`src/rtl/mips_pkg.sv`:
```
// Shared definitions for the MIPS front end: the fetch FSM encoding,
// the instruction field positions and the default reset PC.
package mips_pkg;

  typedef enum logic {
    FETCH = 1'b0,
    EXEC  = 1'b1
  } fetch_state_t;

  localparam logic [31:0] RESET_PC_DEFAULT = 32'h0000_0000;

  // Instruction field positions
  localparam int OP_MSB     = 31;
  localparam int OP_LSB     = 26;
  localparam int JIDX_MSB   = 25;
  localparam int IMM_MSB    = 15;
  localparam int INSTR_W    = 32;

  // Sign-extended 16-bit immediate, scaled to a byte offset
  function automatic logic [31:0] branch_offset(input logic [15:0] imm);
    return {{14{imm[15]}}, imm, 2'b00};
  endfunction

endpackage

```
`src/rtl/pc_next.sv`:
```
// Next-PC select: jump target, taken-branch target or the sequential PC.
// Only the low 26 instruction bits matter here, so only those are passed in.
module pc_next
  import mips_pkg::*;
(
  input  logic [31:0]       i_pcplus4,
  input  logic [JIDX_MSB:0] i_instr,
  input  logic              i_pcsrc,
  input  logic              i_jump,
  output logic [31:0]       o_next_pc
);

  logic [31:0] w_jump_target;
  logic [31:0] w_branch_target;

  assign w_jump_target   = {i_pcplus4[31:28], i_instr[JIDX_MSB:0], 2'b00};
  assign w_branch_target = i_pcplus4 + branch_offset(i_instr[IMM_MSB:0]);

  // Jump is checked first so it wins when both controls are high
  always_comb begin
    o_next_pc = i_pcplus4;
    if (i_jump) begin
      o_next_pc = w_jump_target;
    end else if (i_pcsrc) begin
      o_next_pc = w_branch_target;
    end
  end

endmodule

```
`src/rtl/instr_fetch.sv`:
```
// Two-state instruction fetch unit: requests the word at pc, holds it for
// the datapath until advance, then loads the next PC and counts retirement.
module instr_fetch
  import mips_pkg::*;
#(
  parameter logic [31:0] RESET_PC                        = RESET_PC_DEFAULT,
  parameter int          BRANCH_JUMP_BOTH_HIGH_JUMP_WINS = 1
) (
  input  logic        clk,
  input  logic        reset,
  output logic        imem_req,
  output logic [31:0] imem_addr,
  input  logic        imem_ack,
  input  logic [31:0] imem_rdata,
  output logic [31:0] instr,
  output logic        instr_valid,
  input  logic        advance,
  input  logic        pcsrc,
  input  logic        jump,
  output logic [31:0] pc,
  output logic [31:0] pcplus4,
  output logic [31:0] retired
);

  fetch_state_t r_state;
  fetch_state_t w_state_next;
  logic [31:0]  r_pc;
  logic [31:0]  r_instr;
  logic [31:0]  r_retired;
  logic [31:0]  w_pc_next;
  logic [31:0]  w_instr_next;
  logic [31:0]  w_retired_next;
  logic [31:0]  w_pcplus4;
  logic [31:0]  w_target_pc;

  assign w_pcplus4 = r_pc + 32'd4;

  pc_next u_pc_next (
    .i_pcplus4 (w_pcplus4),
    .i_instr   (r_instr[JIDX_MSB:0]),
    .i_pcsrc   (pcsrc),
    .i_jump    (jump),
    .o_next_pc (w_target_pc)
  );

  always_ff @(posedge clk) begin
    if (reset) begin
      r_state   <= FETCH;
      r_pc      <= RESET_PC;
      r_instr   <= '0;
      r_retired <= '0;
    end else begin
      r_state   <= w_state_next;
      r_pc      <= w_pc_next;
      r_instr   <= w_instr_next;
      r_retired <= w_retired_next;
    end
  end

  // Ack is only looked at in FETCH; advance/pcsrc/jump only in EXEC
  always_comb begin
    w_state_next   = r_state;
    w_pc_next      = r_pc;
    w_instr_next   = r_instr;
    w_retired_next = r_retired;
    imem_req       = 1'b0;
    instr_valid    = 1'b0;
    case (r_state)
      FETCH: begin
        imem_req = 1'b1;
        if (imem_ack) begin
          w_instr_next = imem_rdata;
          w_state_next = EXEC;
        end
      end
      EXEC: begin
        instr_valid = 1'b1;
        if (advance) begin
          w_pc_next      = w_target_pc;
          w_retired_next = r_retired + 32'd1;
          w_state_next   = FETCH;
        end
      end
      default: w_state_next = FETCH;
    endcase
  end

  assign imem_addr = r_pc;
  assign pc        = r_pc;
  assign pcplus4   = w_pcplus4;
  assign instr     = r_instr;
  assign retired   = r_retired;

  // With jump priority disabled, a simultaneous branch and jump is illegal
  generate
    if (BRANCH_JUMP_BOTH_HIGH_JUMP_WINS == 0) begin : g_both_illegal
      always_ff @(posedge clk) begin
        if (!reset && r_state == EXEC && advance) begin
          assert (!(pcsrc && jump));
        end
      end
    end
  endgenerate

endmodule

```
`config.mk`:
```
export PLATFORM = sky130hd
export DESIGN_NAME = instr_fetch
export DESIGN_NICKNAME = d
export VERILOG_FILES = /design/src/rtl/mips_pkg.sv /design/src/rtl/pc_next.sv /design/src/rtl/instr_fetch.sv
export SDC_FILE = /design/constraint.sdc
export NUM_CORES = 1
export LEC_CHECK = 0
export CAP_MARGIN = 20
export CORE_UTILIZATION = 40
export CTS_BUF_LIST = sky130_fd_sc_hd__clkbuf_4 sky130_fd_sc_hd__clkbuf_8 sky130_fd_sc_hd__clkbuf_16
export CTS_CLUSTER_SIZE = 40
export DETAILED_ROUTE_END_ITERATION = 8
export GPL_ROUTABILITY_DRIVEN = 0
export PLACE_DENSITY = 0.78
export RECOVER_POWER = 25
export SYNTH_ARGS = -nofsm -noshare
export SYNTH_HDL_FRONTEND = slang
export SYNTH_SLANG_ARGS = --single-unit
```
`constraint.sdc`:
```
create_clock -name clk -period 7.2 [get_ports clk]
set_input_delay 1.44 -clock clk [delete_from_list [all_inputs] [get_ports clk]]
set_output_delay 1.44 -clock clk [all_outputs]
set_load 0.03 [all_outputs]
```
==> results.md <==
Route:
- The detailed router finished its first iteration with 450 violations.
- After detailed routing, the total wire length is 20.3 mm.
- The DRC violation count after routing is 0.
- The number of vias in the routed layout is 6745.
- In the final routed layout, each cell accounts on average for 16.6 um.
- The remaining antenna violation count after routing is 0.
- Using the TritonRoute via totals, the vias-per-cell ratio works out to 5.51.
- The total iterations of the first detailed-routing run is 4.

Logic synthesis:
- The fraction of synthesized cell area in xor and xnor cells is 9.22%.
- The share of synthesized cell area in and, or, nand and nor gates is 26.4%.
- The netlist area before placement is 6560 um2.
- The cell type contributing the most total cell area after synthesis is dfxtp_1.
- The number of enable-type register cells in the synthesized netlist is 0.
- The sequential share of the synthesized area is 29.0%.
- The area fraction of the dominant cell type after synthesis is 29.0%.
- Of the total synthesized cell area, the portion taken by full adders, half adders and majority gates is 7.37%.
- The top flip-flop cell by instance count after synthesis is dfxtp_1.
- The number of flip-flops and latches in the synthesized netlist is 95.
- By area, the combinational part of the netlist is dominated by simple AND/OR/NAND/NOR gates.
- By area the synthesized netlist is led by dfxtp_1 (29%), nand2_1 (7.3%), ha_1 (7.1%).
- The multiplexer share of the synthesized area is 0.935%.
- Counting flops with an async set or reset pin after synthesis yields a share of 0%.
- The post-synthesis cell type count is 74.
- The synthesized area per cell is 7.63 um2.
- The cell count after synthesis came out at 859.
- The Yosys step of the flow raised 0 warnings.
- Summing the areas of all compound-gate instances in the mapped netlist gives 19.8% of the synthesized area.

Timing:
- The final count of hold timing violations is 0.
- After layout, the worst path uses 71.3% of the clock period.
- Setup repair after global routing left no endpoint under its margin.
- The count of endpoints failing setup in the final report is 0.
- Between clock sinks in the finished design, the worst skew comes to 0.0116 ns.
- The minimum clock period is 5.14 ns.
- The final count of pins violating max slew came to 90.
- The final worst slack is 2.06 ns.
- The total negative slack is 0 ns.
- The max-slew headroom at the worst pin is -42.6%.
- For the pin with the worst max-slew slack, the measured transition is 2.14 ns.
- The final-layout worst hold slack is 0.452 ns.
- Based on the critical path, the design can be clocked at up to 195 MHz.

Placed design:
- After detailed placement, the design holds a cell count of 1209.
- The detailed placer's ending HPWL is 14.9 mm.
- The worst setup slack after placement is 2.51 ns.
- Input and output buffers added on the ports amount to 193.

Critical path:
- The reg2reg setup slack is 2.62 ns.
- The stage delay of the slowest cell on the critical path is 0.74 ns.
- The reg-to-reg critical path endpoint is imem_addr[31].
- The required time of the worst setup path is 5.76 ns.
- The source of the worst register-to-register timing path is imem_addr[2].
- Measured in cells, the most critical reg-to-reg path has a length of 15.
- At the worst endpoint, the arrival time is 3.70 ns.
- Of all nets on the critical path, the largest fanout is 8.
- In this run the worst setup path begins at imem_addr[2].
- The setup path with the least slack is of type register to output port.
- The largest individual stage delay along the critical path comes from the cell clkdlybuf4s50_1.
- The critical path capture point type is an output port.
- The signal on the critical path passes through ha_1 > nand4_1 > nor2_1 > nand3_1 > nor2b_1 > and4_1 > xor2_1 > clkdlybuf4s50_1.
- The critical path capture point is pcplus4[30].
- The nature of the critical path startpoint is a register.

Final layout:
- In the layout the commonest cells are clkdlybuf4s50_1 (176), nand2_1 (128), dfxtp_1 (95).
- The finished layout holds 1225 standard cells, fillers aside.
- Counting the fill cells in the layout gives 1540.
- Compared with the post-synthesis result, the final layout area differs by 33.1%.
- For this run, the post-layout net count is 1080.
- The share of post-route cells with drive strength above 1 is 4.06%.
- For this run, the share of the core covered by cells in the final layout is 54.7%.
- The number of antenna diodes in the final layout is 0.
- The most common cell after layout, fill and taps aside is clkdlybuf4s50_1.

Clock tree:
- The hold buffer count at cts is 0.
- TritonCTS built the clock tree.
- After clock tree synthesis, the setup repair step added 0 buffers.
- After clock tree synthesis, the clock-pin slew on the worst setup and hold paths is 0.07 ns.
- The H-tree level count is 3.
- The later pin in the worst-skew pair is clocked with a latency of 0.36 ns.
- In this run, CTS created clock tree buffers numbering 9.
- The count of clock tree sinks is 95.
- No sink is reached through more buffers than the 2 on the longest clock path.
- The root buffer cell chosen for the clock tree is clkbuf_16.
- The number of gates resized after CTS was 0.

Floorplan:
- The die is 130 um tall.
- The I/O pin total is 200.
- After floorplanning, the core was sized to cover 15900 um2.
- For this configuration, the core starts out at a cell density of 41.1%.
- In this run the horizontal extent of the chip is 130 um.
- The die covers 16900 um2.
- After floorplanning, the core was divided into 46 placement rows.

Flow run:
- Max-cap violations in this run came to 2.

GRT:
- The maximum number of pins on one net before global-route repair is 49.
- The first global-routing pass estimated 32.3 mm of wire.
- The initial antenna violation count is 0.
- In the global route stage, overall resource usage came out at 24.3%.
- The total congestion overflow after global routing is 0.
- The via count of the first global-routing pass came to 6219.

Outcome:
- The run finished, with violations left.
- The checks that failed: max-capacitance violations, max-slew violations.

Power and ir drop:
- The leakage power is 0.00345 uW.
- The peak ir drop on the vdd network is 90.9 uV.
- The ratio of total power to cell area is 152 nW/um2.

Min path:
- The worst hold path belongs to the class register to register.
## flip-flops by register name, summed over array words and instances, names as in the netlist
signal	flops
instr	32
imem_addr	30
retired	32
r_state	1
## worst min-delay path by stage
stage / startpoint / end / slack (ns) / cells after the start
after floorplan: instr[26] / instr[26] / 0.58 / 2
after global placement: instr[27] / instr[27] / 0.44 / 2
after detailed placement: instr[27] / instr[27] / 0.45 / 2
after CTS: instr[27] / instr[27] / 0.46 / 2
after global routing: instr[31] / instr[31] / 0.48 / 2
final: instr[27] / instr[27] / 0.45 / 2
## routing by layer
metal / wire length [um] / share of wire, % / track usage, %
met5: 0 / 0 / 0
met3: 1230 / 6.0 / 3.73
met2: 9540 / 47 / 40.0
met4: 418 / 2.1 / 9.10
met1: 9140 / 45 / 32.1
## synth_stat cells, types with 7 or more instances
master,count
nand4_1,14
buf_4,36
o21ai_0,25
inv_1,14
o21a_1,7
dfxtp_1,95
nor3_1,19
xor2_1,34
xnor2_1,35
and2_1,7
clkbuf_1,31
o211ai_1,7
nand2_1,128
nand2b_1,8
nor2_1,79
or3_1,13
a21oi_1,86
nand3_1,43
and3_1,14
a21o_1,19
ha_1,37
## critical path: cells and delay by family (launching register included)
kind,cells,cell delay (ns)
fa+ha+maj,1,0.26
xor+xnor,1,0.25
flops,1,0.46
simple gates,5,1.61
buf+inv,1,0.74
## logic make-up (layout without fill, tap and decap cells)
| group | Yosys count | count (layout) |
|---|---|---|
| XOR/XNOR | 69 | 69 |
| flip-flops | 95 | 95 |
| adder cells (fa/ha/maj) | 38 | 38 |
| multiplexers | 6 | 6 |
| AND/OR/NAND/NOR | 357 | 357 |
| buffers and inverters | 89 | 234 |
| other | 1 | 6 |
| AO/OA/AOI/OAI | 204 | 204 |
## through the flow
stage	power [uW]	cell area, um2
4_1_cts	1340	8740
3_3_place_gp	864	8430
2_1_floorplan	758	6580
3_5_place_dp	869	8450
5_1_grt	1390	8730
6_report	1330	8730
## final cells by class
cell class	count	area, um2	area share (%)
inverter	15	56.3	0.645
clock inverter	6	50.0	0.573
tap	216	270	3.10
sequential	95	1900	21.8
multi-input combinational	680	4200	48.2
timing repair buffer	203	2010	23.1
clock buffer	10	233	2.67
## where the power goes
part / total [uW] / switching, uW / internal, uW
clock: 470 / 226 / 244
sequential: 566 / 23.3 / 543
combinational: 292 / 177 / 115
Note: power is estimated with default switching activity, not from simulation.
